### src/rtl/timer_pkg.sv
// Shared definitions for the down-counter interval timer: default width and FSM states.
package timer_pkg;

  // Default counter / load-value width in bits.
  localparam int DEFAULT_WIDTH = 3;

  // Control FSM states with fixed encodings.
  typedef enum logic [1:0] {
    ST_IDLE = 2'd0,
    ST_RUN  = 2'd1,
    ST_HOLD = 2'd2
  } state_e;

endpackage

### src/rtl/down_count_core.sv
// Datapath of the down-counter timer: count and reload registers, decrement,
// reload mux and the zero/one detectors the control FSM steers by.
module down_count_core
  import timer_pkg::*;
#(
  parameter int WIDTH = DEFAULT_WIDTH
) (
  input  logic             clk_i,
  input  logic             rst_ni,
  input  logic             ld_i,
  input  logic [WIDTH-1:0] ld_val_i,
  input  logic             dec_i,
  input  logic             rl_i,
  output logic [WIDTH-1:0] count_o,
  output logic             is_zero_o,
  output logic             is_one_o,
  output logic             reload_zero_o
);

  logic [WIDTH-1:0] count_q, count_d;
  logic [WIDTH-1:0] reload_q, reload_d;

  // Next count: load wins over reload, reload over decrement; decrement saturates at zero.
  always_comb begin
    count_d  = count_q;
    reload_d = reload_q;
    if (ld_i) begin
      count_d  = ld_val_i;
      reload_d = ld_val_i;
    end else if (rl_i) begin
      count_d = reload_q;
    end else if (dec_i && (count_q != '0)) begin
      count_d = count_q - WIDTH'(1);
    end
  end

  // Count and reload registers, cleared immediately by reset.
  always_ff @(posedge clk_i or negedge rst_ni) begin
    if (!rst_ni) begin
      count_q  <= '0;
      reload_q <= '0;
    end else begin
      count_q  <= count_d;
      reload_q <= reload_d;
    end
  end

  assign count_o       = count_q;
  assign is_zero_o     = (count_q == '0);
  assign is_one_o      = (count_q == WIDTH'(1));
  assign reload_zero_o = (reload_q == '0);

endmodule

### src/rtl/down_counter_timer.sv
// Programmable interval timer: loadable down-counter with optional auto-reload,
// driven by an IDLE/RUN/HOLD control FSM, with a registered terminal-count pulse.
module down_counter_timer
  import timer_pkg::*;
#(
  parameter int WIDTH = DEFAULT_WIDTH
) (
  input  logic             clk,
  input  logic             reset,
  input  logic             load,
  input  logic [WIDTH-1:0] load_val,
  input  logic             start,
  input  logic             pause,
  input  logic             abort,
  input  logic             auto_reload,
  output logic [WIDTH-1:0] count,
  output logic             tc,
  output logic             busy
);

  state_e           state_q, state_d;
  logic             tc_q, tc_d;
  logic             busy_q;
  logic             ld, dec, rl;
  logic             isZero, isOne, reloadZero;
  logic [WIDTH-1:0] nextCount;

  down_count_core #(
    .WIDTH(WIDTH)
  ) u_core (
    .clk_i        (clk),
    .rst_ni       (reset),
    .ld_i         (ld),
    .ld_val_i     (load_val),
    .dec_i        (dec),
    .rl_i         (rl),
    .count_o      (count),
    .is_zero_o    (isZero),
    .is_one_o     (isOne),
    .reload_zero_o(reloadZero)
  );

  // The value the counter will hold after this edge if nothing but load acts on it.
  assign nextCount = load ? load_val : count;

  // Resolve abort > load > pause > start > count into next state and datapath strobes.
  always_comb begin
    state_d = state_q;
    tc_d    = 1'b0;
    ld      = load;
    dec     = 1'b0;
    rl      = 1'b0;
    if (abort) begin
      state_d = ST_IDLE;
    end else begin
      case (state_q)
        ST_IDLE: begin
          if (start && (nextCount != '0)) state_d = ST_RUN;
        end
        ST_RUN: begin
          if (pause) begin
            state_d = ST_HOLD;
          end else if (!load) begin
            if (isOne) begin
              dec     = 1'b1;
              tc_d    = 1'b1;
              state_d = (auto_reload && !reloadZero) ? ST_RUN : ST_IDLE;
            end else if (isZero) begin
              rl = 1'b1;
            end else begin
              dec = 1'b1;
            end
          end
        end
        ST_HOLD: begin
          if (start && !pause) state_d = ST_RUN;
        end
        default: state_d = ST_IDLE;
      endcase
    end
  end

  // State, terminal-count pulse and busy flag all update on the same edge.
  always_ff @(posedge clk or negedge reset) begin
    if (!reset) begin
      state_q <= ST_IDLE;
      tc_q    <= 1'b0;
      busy_q  <= 1'b0;
    end else begin
      state_q <= state_d;
      tc_q    <= tc_d;
      busy_q  <= (state_d != ST_IDLE);
    end
  end

  assign tc   = tc_q;
  assign busy = busy_q;

endmodule

### config.mk
export PLATFORM = sky130hd
export DESIGN_NAME = down_counter_timer
export DESIGN_NICKNAME = d
export VERILOG_FILES = /design/src/rtl/timer_pkg.sv /design/src/rtl/down_count_core.sv /design/src/rtl/down_counter_timer.sv
export SDC_FILE = /design/constraint.sdc
export NUM_CORES = 1
export LEC_CHECK = 0
export CAP_MARGIN = 20
export CORE_UTILIZATION = 42
export DETAILED_ROUTE_END_ITERATION = 12
export PLACE_DENSITY_LB_ADDON = 0.08
export SYNTH_ARGS = -nofsm -noshare
export SYNTH_HDL_FRONTEND = slang
export SYNTH_HIERARCHICAL = 1
export SYNTH_SLANG_ARGS = --single-unit
### constraint.sdc
create_clock -name clk -period 1.95 [get_ports clk]
set_input_delay 0.2925 -clock clk [delete_from_list [all_inputs] [get_ports clk]]
set_output_delay 0.2925 -clock clk [all_outputs]
set_load 0.02 [all_outputs]
==> flow_summary.ini <==
[timing]
finalSetupTns_ns = 0
finalCritPeriodShare_pct = 96.5
max_freq_mhz = 531
period_needed_ns = 1.88
rsz0062_at_grt = no
setup_viol = 0
hold_viol_final = 0
maxSlewViolCount = 0
clock-skew-final_ns = 0.00178
max_slew_margin_pct = 68.2
worstMarginPinSlew_ns = 0.475

[layout]
layout.cells.non_filler = 101
syn_to_final_growth_pct = 37.2
final_cell_mix = clkdlybuf4s50_1 (14), dfrtp_1 (10), buf_4 (7)
insertedDiodeCount = 0
fin_nets = 101
fillers = 111
final_common_cell = clkdlybuf4s50_1
area.sequential_um2 = 250
layout-drive-gt1-share_pct = 20.9
multiInputGateArea_um2 = 370

[power]
ir_worst_vdd_mv = 0.406
intPower_uw = 381
comb_power_share_pct = 29.2
clkPwrFrac_pct = 25.5
power.density_nw_per_um2 = 620
p_leak_nw = 0.394
p_switching_uw = 162
p_sw_share_pct = 29.8
p_seq_share_pct = 45.2

[synth]
synth_compound_area_share_pct = 20.0
yosysUniqueCellTypes = 32
ys_ff_latch = 10
synth.area.mux_share_pct = 1.76
synth_fa_ha_area_share_pct = 5.87
syn_avg_cell_area_um2 = 10.1
synth_top_family_by_area = simple AND/OR/NAND/NOR gates
post_synth_and_or_nand_nor_area_fraction_pct = 28.0
yosysTopAreaCellShare_pct = 39.1
synth_cells = 63
syn_area_um2 = 639
ys_warn_count = 6
synth_area_leader_cell = dfrtp_1
synth-xor-area-share_pct = 0
synth_area_leaders = dfrtp_1 (39%), ha_1 (5.9%), nand2b_1 (3.9%)
synth_nets = 76
ys_seq_area_share_pct = 39.1

[worst_setup_path]
cp_data_arrival_time_ns = 2.01
cp_max_fo = 5
max_stage_delay_ns = 0.44
cpMaxStageDelayCell = a2111oi_1
endpoint_kind = register
start_kind = register
worstReg2RegEnd = u_core/count_o[2]
worstReg2RegStart = u_core/count_o[1]
crit_type = register to register
crit_path_frequent_cell = inv_1
rrSetupSlack_ns = 0.07
cp.required_ns = 2.08
reg2reg_depth = 8
critPathLaunch = u_core/count_o[1]
worstPathCellList = inv_1 -> ha_1 -> and2b_2 -> inv_1 -> a21oi_1 -> buf_4 -> a2111oi_1 -> nor2_1

[cts]
path_clk_slew_ns = 0.07
root_buffer = clkbuf_4
cts_tree = yes
insertion_delay_ns = 0.26
cts_sinks = 10
cts_made_buffers = 3
h-tree-depth = 1
cts.path.max_buffers = 2

[global_route]
grt_max_degree = 18
grt_pass1_wl_um = 2140
gr-total-overflow = 0
grt_usage_pct = 19.9
antenna_found_initial = 0
grt_pass1_vias = 521

[place]
finalWeightedCongestion = 0.727
placed_cells_incl_taps = 98
hpwl_um = 1080
portBuffers = 14

[drt]
drt_iter0_markers = 5
drtAntennaViolNets = 0
via_count = 580
viasPerCell = 5.74
wl_per_cell_um = 14.2
first_pass_iters = 4
drc = 0
drt-total-wl_um = 1430

[floorplan]
rows = 13
die_x_um = 41.0
start_util_pct = 47.4
die_y_um = 41.0
dieArea_um2 = 1680
core_area_um2 = 1350
ios = 15

[outcome]
status = completed

[run]
maxCapViolations = 0

[min_path]
hold_path_class = input port to async pin
-- area by class of cell --
class	count	share of cell area [%]
tap	15	2.14
inverter	6	2.57
clock buffer	3	2.57
sequential	10	28.5
timing repair buffer	21	22.0
multi-input combinational	46	42.2
-- worst max-delay path, delay by kind of cell (launching register included) --
kind / cells / cell delay, ns
compound gates: 2 / 0.52
flops: 1 / 0.41
buf+inv: 3 / 0.34
simple gates: 2 / 0.32
fa+ha+maj: 1 / 0.18
-- cells by family (layout without fill, tap and decap cells) --
kind of cell             Yosys count  count (layout)
AND/OR/NAND/NOR                   25              25
AO/OA/AOI/OAI                     17              17
flip-flops                        10              10
buffers and inverters              7              30
adder cells (fa/ha/maj)            3               3
multiplexers                       1               1
-- through the flow --
stage / hold slack (ns) / area [um2] / util [%] / setup slack [ns] / power (mW)
after floorplan: -0.00309 / 639 / - / 0.108 / 0.332
after global placement: 0.553 / 840 / 62.2 / -0.113 / 0.399
after detailed placement: 0.548 / 840 / 62.2 / -0.142 / 0.402
after CTS: 0.370 / 862 / 63.9 / 0.109 / 0.539
after global routing: 0.403 / 877 / 65.0 / 0.0140 / 0.572
final: 0.358 / 877 / 65.0 / 0.0674 / 0.543
-- repair_timing --
action                     CTS  global route
buffers inserted             0             0
hold buffers                 0             0
resized for setup            0             3
setup endpoints to repair    0             1
-- how the worst max path moves through the flow --
stage	end	slack [ns]	cells past startpoint
finish	u_core/count_o[2]	0.07	8
CTS	u_core/count_o[2]	0.11	8
global placement	u_core/count_o[2]	-0.11	6
global route	u_core/count_o[2]	0.01	8
detailed placement	u_core/count_o[2]	-0.14	7
floorplan	u_core/count_o[2]	0.11	8
-- state kept, by name, summed over array words and instances, names as in the netlist --
register / flops
u_core/count_o: 3
u_core/reload_q: 3
state_q: 2
busy: 1
tc: 1
-- power by group through the flow --
stage	clock, mW	combinational, mW	sequential [mW]
final	0.139	0.159	0.246
after detailed placement	0	0.153	0.249
after CTS	0.141	0.154	0.244
after global placement	0	0.151	0.248
after floorplan	0	0.0748	0.257
after global routing	0.150	0.173	0.249
-- routing by layer --
metal / track usage, % / share of wire (%)
met1: 26.4 / 50
met2: 32.0 / 45
met3: 3.26 / 5.1
met4: 7.50 / 0.28
met5: 0 / 0
-- cells in the mapped netlist --
cell       count
dfrtp_1       10
inv_1          6
a21oi_1        4
nand2b_1       4
nor2_1         4
ha_1           3
a21o_1         2
a22oi_1        2
a311oi_1       2
nand3_1        2
nor2b_1        2
nor3_1         2
a2111o_1       1
a2111oi_0      1
a221oi_1       1
a311o_1        1
and2b_2        1
and3b_1        1
buf_6          1
mux2_2         1
nand2_1        1
nand2b_4       1
nor3b_1        1
nor3b_2        1
nor4_1         1
nor4_2         1
nor4b_2        1
o21ai_1        1
o21bai_1       1
o31a_1         1
or2_1          1
or4_4          1
No activity file was read; power rests on OpenSTA's default activity.
